File: src/rtl/key_conditioner_pkg.sv
// rtl/key_conditioner_pkg.sv - shared constants and helpers for the key conditioning path
package key_conditioner_pkg;

   // Board pushbuttons pull low when pressed
   localparam logic KEY_ACTIVE     = 1'b0;
   localparam int   CLK_HZ_DEFAULT = 50_000_000;

   // Convert a millisecond interval into clock cycles
   function automatic int ms_to_cycles(input int clk_hz, input int ms);
      return clk_hz / 1000 * ms;
   endfunction

endpackage

File: src/rtl/key_debounce_channel.sv
// rtl/key_debounce_channel.sv - one key: synchroniser, debouncer, hold timer and event pulses
module key_debounce_channel
   import key_conditioner_pkg::*;
#(
   parameter int DB_CYCLES   = 8,
   parameter int HOLD_CYCLES = 32
) (
   input  logic clk,
   input  logic rst_n,
   input  logic key_n,
   output logic key_level,
   output logic key_press,
   output logic key_release,
   output logic key_hold,
   output logic press_set
);

   localparam int DBW = $clog2(DB_CYCLES + 1);
   localparam int HW  = $clog2(HOLD_CYCLES + 1);

   logic          sync1;
   logic          sync2;
   logic [DBW-1:0] db_cnt;
   logic [HW-1:0]  hold_cnt;
   logic          sample;
   logic          accept;

   assign sample = (sync2 == KEY_ACTIVE);
   // The disagreeing sample has survived DB_CYCLES consecutive cycles
   assign accept = (sample != key_level) && (db_cnt == DBW'(DB_CYCLES - 1));
   // Lets the top register any_press on the same edge as key_press
   assign press_set = accept && sample;

   // Two-flop synchroniser, idles in the released state
   always_ff @(posedge clk or negedge rst_n) begin
      if (!rst_n) begin
         sync1 <= 1'b1;
         sync2 <= 1'b1;
      end else begin
         sync1 <= key_n;
         sync2 <= sync1;
      end
   end

   // Debounce: any agreeing sample restarts the stability count
   always_ff @(posedge clk or negedge rst_n) begin
      if (!rst_n) begin
         db_cnt      <= '0;
         key_level   <= 1'b0;
         key_press   <= 1'b0;
         key_release <= 1'b0;
      end else begin
         key_press   <= accept && sample;
         key_release <= accept && !sample;
         if (sample == key_level) begin
            db_cnt <= '0;
         end else if (accept) begin
            db_cnt    <= '0;
            key_level <= sample;
         end else begin
            db_cnt <= db_cnt + DBW'(1);
         end
      end
   end

   // Hold timer saturates so key_hold fires only once per press
   always_ff @(posedge clk or negedge rst_n) begin
      if (!rst_n) begin
         hold_cnt <= '0;
         key_hold <= 1'b0;
      end else if (!key_level) begin
         hold_cnt <= '0;
         key_hold <= 1'b0;
      end else if (hold_cnt != HW'(HOLD_CYCLES)) begin
         hold_cnt <= hold_cnt + HW'(1);
         key_hold <= (hold_cnt == HW'(HOLD_CYCLES - 1));
      end else begin
         key_hold <= 1'b0;
      end
   end

endmodule

File: src/rtl/key_conditioner.sv
// rtl/key_conditioner.sv - conditions raw active-low pushbuttons into clean levels and pulses
module key_conditioner
   import key_conditioner_pkg::*;
#(
   parameter int NUM_KEYS    = 2,
   parameter int CLK_HZ      = CLK_HZ_DEFAULT,
   parameter int DEBOUNCE_MS = 10,
   parameter int HOLD_MS     = 1000
) (
   input  logic                MAX10_CLK1_50,
   input  logic                reset_n,
   input  logic [NUM_KEYS-1:0] key_n,
   output logic [NUM_KEYS-1:0] key_level,
   output logic [NUM_KEYS-1:0] key_press,
   output logic [NUM_KEYS-1:0] key_release,
   output logic [NUM_KEYS-1:0] key_hold,
   output logic                any_press
);

   localparam int DB_CYCLES   = ms_to_cycles(CLK_HZ, DEBOUNCE_MS);
   localparam int HOLD_CYCLES = ms_to_cycles(CLK_HZ, HOLD_MS);

   // Reject configurations where the counters or pulse exclusivity break down
   if (DB_CYCLES < 2) begin : g_db_check
      $error("key_conditioner: DB_CYCLES must be at least 2");
   end
   if (HOLD_CYCLES <= DB_CYCLES) begin : g_hold_check
      $error("key_conditioner: HOLD_CYCLES must exceed DB_CYCLES");
   end

   logic [NUM_KEYS-1:0] press_set;

   for (genvar i = 0; i < NUM_KEYS; i++) begin : g_key
      key_debounce_channel #(
         .DB_CYCLES   (DB_CYCLES),
         .HOLD_CYCLES (HOLD_CYCLES)
      ) u_chan (
         .clk         (MAX10_CLK1_50),
         .rst_n       (reset_n),
         .key_n       (key_n[i]),
         .key_level   (key_level[i]),
         .key_press   (key_press[i]),
         .key_release (key_release[i]),
         .key_hold    (key_hold[i]),
         .press_set   (press_set[i])
      );
   end

   // Registered OR of the press events, aligned with key_press
   always_ff @(posedge MAX10_CLK1_50 or negedge reset_n) begin
      if (!reset_n) begin
         any_press <= 1'b0;
      end else begin
         any_press <= |press_set;
      end
   end

endmodule
File: config.mk
export PLATFORM = sky130hd
export DESIGN_NAME = key_conditioner
export DESIGN_NICKNAME = d
export VERILOG_FILES = /design/src/rtl/key_conditioner_pkg.sv /design/src/rtl/key_debounce_channel.sv /design/src/rtl/key_conditioner.sv
export SDC_FILE = /design/constraint.sdc
export NUM_CORES = 1
export LEC_CHECK = 0
export ABC_AREA = 1
export ABC_CLOCK_PERIOD_IN_PS = 1990
export CORE_MARGIN = 5
export CORE_UTILIZATION = 25
export DETAILED_ROUTE_END_ITERATION = 8
export GPL_TIMING_DRIVEN = 0
export MAX_ROUTING_LAYER = met4
export SLEW_MARGIN = 20
export SYNTH_ARGS = -nofsm -noshare
export SYNTH_HDL_FRONTEND = slang
export SYNTH_SLANG_ARGS = --single-unit
File: constraint.sdc
create_clock -name MAX10_CLK1_50 -period 1.99 [get_ports MAX10_CLK1_50]
set_input_delay 0.2985 -clock MAX10_CLK1_50 [delete_from_list [all_inputs] [get_ports MAX10_CLK1_50]]
set_output_delay 0.2985 -clock MAX10_CLK1_50 [all_outputs]
set_load 0.02 [all_outputs]
==> impl_metrics.toml <==
[synthesis]
yosys.area.top_type = "dfrtp_1"
postSynthAreaPerCell_sq_um = 7.449
muxShareOfSynthArea_pct = 0
synth.area.top_cells = "dfrtp_1 41%, nand2_1 12%, nor2_1 11%"
synthesis.instances = 815
synth_top_area_share_pct = 40.81
synth-seq-area-share_pct = 42.54
ys_types = 40
synth_compound_area_share_pct = 4.225
yosys_register_bits = 103
syn_area_sq_um = 6071
synthSimpleGateAreaFrac_pct = 40.35
syn_nets = 825
synth_fa_ha_area_share_pct = 1.237
synth_xor_area_share_pct = 4.493
synth_top_family_by_area = "simple AND/OR/NAND/NOR gates"
synth_warnings = 0

[floorplan]
core_sq_um = 24110
initial_core_util_pct = 25.18
io_pins = 13
die-width_microns = 165.8
die_area_sq_um = 27500
row_count = 57
die_h_microns = 165.8

[timing]
period_share_pct = 89.54
rsz0062_at_grt = "no"
timing.fmax_ghz = 0.5612
setup_ws_ns = 0.2082
fin_skew_ns = 0.01099
hold_violations = 0
finalSetupViolCount = 0
maxSlewViolCount = 0
tightest_slew_ns = 0.5293
maxSlewHeadroom_pct = 64.72
fin_crit_ns = 1.782

[place]
post_dp_cell_area_sq_um = 6625
gp_congestion = 0.8543
hpwl_microns = 9649
placed_cells = 1152
portBuffers = 12
dpl_worst_slack_ns = 0.2976

[pwr]
cellPowerDensity_nw_per_um2 = 590.6
p_sw_uw = 935.2
ir_drop_v = 0.0003874
p_int_uw = 3168
pwr-share-clk_pct = 45.7
comb_power_share_pct = 2.6
cellLeakagePower_uw = 0.002880
switching_share_pct = 22.79
p_seq_share_pct = 51.7

[global_route]
grt.total_usage_pct = 10.06
grt_overflow_total = 0
grt_max_degree = 56
antenna_found_initial = 0
grt_pass1_wl_microns = 22710
grt_pass1_vias = 4735

[worst_setup_path]
crit_fanout = 2
path_class = "flip-flop to output port"
ff2ff_path_depth = 8
startpoint_type = "flip-flop"
critPathRequiredTime_ns = 1.69
arrival_ns = 1.48
r2r-end = "g_key[0].u_chan.hold_cnt[24]"
reg2reg_from = "g_key[0].u_chan.hold_cnt[0]"
worstSetupEndpointType = "output port"
reg2reg_slack_ns = 0.31
crit_start = "g_key[0].u_chan.key_level"

[clock_network]
cts_setup_buffers = 0
cts_root_buffer = "clkbuf_16"
clk_pin_slew_ns = 0.07
htreeDepth = 3
numCtsBuffers = 9
worst_skew_pair.late_latency_ns = 0.36
clockBufferDepth = 2
tritoncts = "yes"
cts_sinks = 103

[layout]
post-route-util_pct = 28.82
final_cells = 1169
antennaDiodeCount = 0
seq_area_sq_um = 2582
multiInputGateArea_sq_um = 3054
n_fill_cell = 2666
syn_to_final_growth_pct = 14.45
nNetsFinal = 850
post_route_cells_drive_above_1_share_pct = 12.54
postLayoutCellArea_sq_um = 6948

[worst_hold_path]
worstHoldEndpoint = "g_key[0].u_chan.sync1"
min_path_type = "input port to flip-flop"
hold_start = "key_n[0]"
hold_depth = 1

[routing]
drt_iter0_drc = 318
routed_wl_microns = 12840
drtPass1Iterations = 4
drc_errors = 0
route.vias.total = 4915
vias_per_cell = 4.204
postRouteAntennaNets = 0
post_drt_wl_per_cell_microns = 10.98

[job]
max_cap_viol_count = 0

[outcome]
status = "completed"
-- power groups by stage --
stage,clock [uW],sequential [uW],combinational [uW]
2_1_floorplan,0,2160,42.3
3_5_place_dp,0,2160,109
6_report,1880,2120,105
4_1_cts,1940,2120,112
5_1_grt,2020,2120,124
3_3_place_gp,0,2160,102
-- cell usage after synthesis, drive strengths merged --
cell,n
a21oi,24
xnor2,9
nand2,217
nor4,1
a31oi,1
inv,87
nor3b,3
dfrtp,99
ha,6
nand3,59
buf,12
o21ai,19
and2,1
nor2,213
or2,1
dfstp,4
a2bb2oi,1
clkbuf,3
xor2,20
and3,1
a211oi,2
nand4,18
nor3,14
-- metal layers --
metal / GRT usage, % / vias to the layer above / share of wire, %
li1: - / 2610 / -
met1: 13.53 / 2232 / 51
met2: 15.48 / 57 / 45
met3: 1.761 / 16 / 2.2
met4: 3.192 / 0 / 1.8
met5: - / - / 0
-- sequential cells by signal, summed over array words and instances (netlist names) --
register                  count
any_press                     1
g_key.u_chan.sync2            2
g_key.u_chan.sync1            2
g_key.u_chan.key_hold         2
g_key.u_chan.key_level        2
g_key.u_chan.db_cnt          38
g_key.u_chan.key_release      2
g_key.u_chan.key_press        2
g_key.u_chan.hold_cnt        52
-- worst max-delay path by stage --
stage,endpoint,slack (ns),depth (start not counted)
finish,key_level[0],0.21,2
global route,g_key[0].u_chan.hold_cnt[24],0.13,8
CTS,key_level[0],0.18,2
detailed placement,g_key[1].u_chan.hold_cnt[20],0.30,8
global placement,g_key[1].u_chan.hold_cnt[1],-3.58,1
floorplan,g_key[1].u_chan.hold_cnt[20],0.54,8
-- cell type report --
type / instances / area share [%]
Multi-Input combinational cell: 610 / 43.96
Sequential cell: 103 / 37.17
Tap cell: 324 / 5.835
Inverter: 87 / 4.808
Clock buffer: 10 / 3.440
Timing Repair Buffer: 14 / 2.287
Buffer: 15 / 1.441
Clock inverter: 6 / 1.062
-- placed cells by master, fill, tap and decap left out, types with 2 or more instances in the layout --
cell               n
nand4_1           18
dfrtp_1           99
ha_1               6
a21oi_1           23
inv_2              7
o21ai_0           16
nor2_2            17
buf_6              2
nand2_1          197
nand3_1           54
xor2_1            20
nor2_1           182
nand2_4            4
nor3_1            10
nand3_2            4
buf_4              9
clkbuf_16          9
nor3b_1            3
dfstp_2            4
nor3_2             4
o21ai_1            3
buf_2              2
xnor2_1            8
inv_1             78
nor2_4            11
clkdlybuf4s50_1   11
nor2_8             3
inv_6              4
a211oi_1           2
nand2_2           15
clkbuf_1           3
clkinv_4           2
-- repair_timing --
action                    CTS  global route
hold buffers                1             0
hold endpoints to repair   48             0
resized for setup           0             0
-- logic make-up after synthesis --
| group | after synthesis |
|---|---|
| AND/OR/NAND/NOR | 528 |
| flip-flops | 103 |
| XOR/XNOR | 29 |
| buffers and inverters | 102 |
| adder cells (fa/ha/maj) | 6 |
| AO/OA/AOI/OAI | 47 |
-- worst max-delay path, stage by stage (launching register included) --
cell,delay [ns]
dfrtp_1,0.40
buf_4,0.12
clkdlybuf4s50_1,0.60
-- through the flow --
stage	power, uW	hold WS (ns)	TNS [ns]
finish	4103	0.3504	0
global placement	2266	0.3467	-362.88
detailed placement	2272	0.2860	0
global route	4263	0.3473	0
CTS	4172	0.3376	0
floorplan	2203	0.002909	0
No activity file was read; power rests on OpenSTA's default activity.
==> RTL change (config.mk and constraints unchanged) <==
Set the parameter `NUM_KEYS` to 4 (it was 2).
--- a/src/rtl/key_conditioner.sv
+++ b/src/rtl/key_conditioner.sv
@@ -3,5 +3,5 @@
    import key_conditioner_pkg::*;
 #(
-   parameter int NUM_KEYS    = 2,
+   parameter int NUM_KEYS    = 4,
    parameter int CLK_HZ      = CLK_HZ_DEFAULT,
    parameter int DEBOUNCE_MS = 10,
Ports: changed (5 resized); port bits go from 13 to 23. No check against the original RTL was run, so the function may have changed too.
==> RTL change against the unedited design <==
  * Routed wire length grew 93%
  * Critical endpoint is now key_hold[0]
  * Synthesized area is 92% higher
  * Total power increased by 120%
  * Design area up 94%
  * Utilization is 0.30 points higher
  * Cell count up 96%
  * Highest routed layer unchanged
  * First-iteration DRC count rose by 78%
  * Sequential cell count increased by 102
  * Largest power group is now the clock network
  * Setup slack lost 0.096 ns
==> RTL change: results (changes against the unedited design) <==
* Clock Latency Late Sink at 0.53 ns (was 0.36 ns)
* Synthesized area per cell at 7.22 um2 (was 7.45 um2)
* 1st-iter DRT viols at 567 (was 318)
* Top cells by area, synth: dfrtp_1 (42%), nand2_1 (13%), nor2_1 (12%), inv_1 (6.0%), nand3_1 (4.3%) (was dfrtp_1 (41%), nand2_1 (12%), nor2_1 (11%), inv_1 (4.8%), nand3_1 (4.5%))
* Number of detailed-route iterations in the first pass at 5 (was 4)
* Largest net degree at the start of global routing at 79 (was 56)
* Post-Synth XOR/XNOR Area at 4.28% (was 4.49%)
* PortBufs at 22 (was 12)
* Distinct cells, synth at 40 (unchanged)
* CP peak stage delay at 0.62 ns (was 0.60 ns)
* Static Leak at 5.84 nW (was 2.88 nW)
* Vias at 9760 (was 4915)
* Post-place setup slack at 0.0798 ns (was 0.298 ns)
* Sequential share of the synthesized area at 44.1% (was 42.5%)
* Root Buffer: clkbuf_16 (unchanged)
* Fraction of layout cells with a size suffix above 1 at 9.05% (was 12.5%)
* RR Startpoint: g_key[3].u_chan.hold_cnt[0]$_DFFE_PN0P_ (was g_key[0].u_chan.hold_cnt[0]$_DFFE_PN0P_)
* Arr. time, crit path at 1.58 ns (was 1.48 ns)
* GP Congestion at 0.875 (was 0.854)
* Worst slew margin relative to its limit at 63.5% (was 64.7%)
* Drt wl/cell at 10.8 um (was 11.0 um)
* Status: complete, no violations (unchanged)
* Worst VDD drop at 0.377 mV (was 0.387 mV)
* Synth cell count leaders: nand2_1 (414), nor2_1 (378), dfrtp_1 (197) (was nand2_1 (197), nor2_1 (182), dfrtp_1 (99))
* Max Fanout on Critical Path at 1 (was 2)
* Clk_skew at 0.0171 ns (was 0.0110 ns)
* Final Instance Count excl. Fillers at 2287 (was 1169)
* DP Cell Count at 2244 (was 1152)
* Num CTS Buffers at 23 (was 9)
* Htree depth at 1 (was 3)
* Crit path launch: g_key[0].u_chan.key_hold$_DFF_PN0_ (was g_key[0].u_chan.key_level$_DFFE_PN0P_)
* Clk buf depth at 3 (was 2)
* Clock transition at path regs at 0.05 ns (was 0.07 ns)
* Top flop regs: g_key.u_chan.hold_cnt x104, g_key.u_chan.db_cnt x76 (was g_key.u_chan.hold_cnt x52, g_key.u_chan.db_cnt x38)
* First-pass GRT wire length at 43200 um (was 22700 um)
* Post-Synthesis Net Count at 1631 (was 825)
[RTL change: cell count changes after synthesis, moves of 8 or more]
cell     delta
nand4_1     +8
nand2_1   +217
buf_4      +10
dfrtp_1    +98
nor2_1    +196
inv_1     +108
nand3_1    +47
nor2_4      +8
xor2_1     +18
xnor2_1    +11
nor3_1     +11
o21ai_0    +18
a21oi_1    +25
[RTL change: kinds of logic after synthesis]
group           after synthesis
fa+ha+maj                    12
xor+xnor                     57
flops                       205
buf+inv                     226
simple gates               1022
compound gates               91
[RTL change: final timing paths]
| check | end | slack, ns | cells past startpoint |
|---|---|---|---|
| max reg2reg | g_key[3].u_chan.hold_cnt[24]$_DFFE_PN0P_ | 0.19 | 8 |
| min reg2reg | g_key[1].u_chan.sync2$_DFF_PN1_ | 0.35 | 0 |
| max in group asynchronous | g_key[3].u_chan.sync1$_DFF_PN1_ | 0.90 | 3 |
| min in group asynchronous | g_key[0].u_chan.hold_cnt[0]$_DFFE_PN0P_ | 0.29 | 2 |
| max | key_hold[0] | 0.11 | 2 |
| min | g_key[0].u_chan.sync1$_DFF_PN1_ | 0.19 | 1 |
[RTL change: layout make-up]
class	count	area, um2
Fill cell	4907	32900
Multi-Input combinational cell	1182	5580
Sequential cell	205	5140
Tap cell	607	759
Inverter	197	742
Clock buffer	34	677
Timing Repair Buffer	25	289
Buffer	29	191
Clock inverter	8	123
[RTL change: stage by stage]
step / instance area (um2) / util, % / TNS [ns]
floorplan: 11700 / - / 0
global placement: 12600 / 27.2 / -1681.58
detailed placement: 12700 / 27.4 / 0
CTS: 13500 / 29.1 / 0
global route: 13500 / 29.1 / 0
finish: 13500 / 29.1 / 0
[RTL change: timing repair]
item                       in CTS  in global routing
setup endpoints to repair       1                  1
hold buffers                    1                  0
hold endpoints to repair       63                  0
resized for setup               2                  1
[RTL change: report_power, final]
part	internal [mW]	total (mW)	switching [mW]
registers	4.20	4.22	0.0177
logic	0.0519	0.200	0.148
clock network	2.74	4.49	1.75
[RTL change: per-layer routing]
metal	share of wire (%)	vias up	global-route usage [%]
met2	47	104	16.5
met5	0	-	-
met4	2.8	0	3.48
li1	-	5081	-
met1	48	4537	13.0
met3	2.8	38	1.20
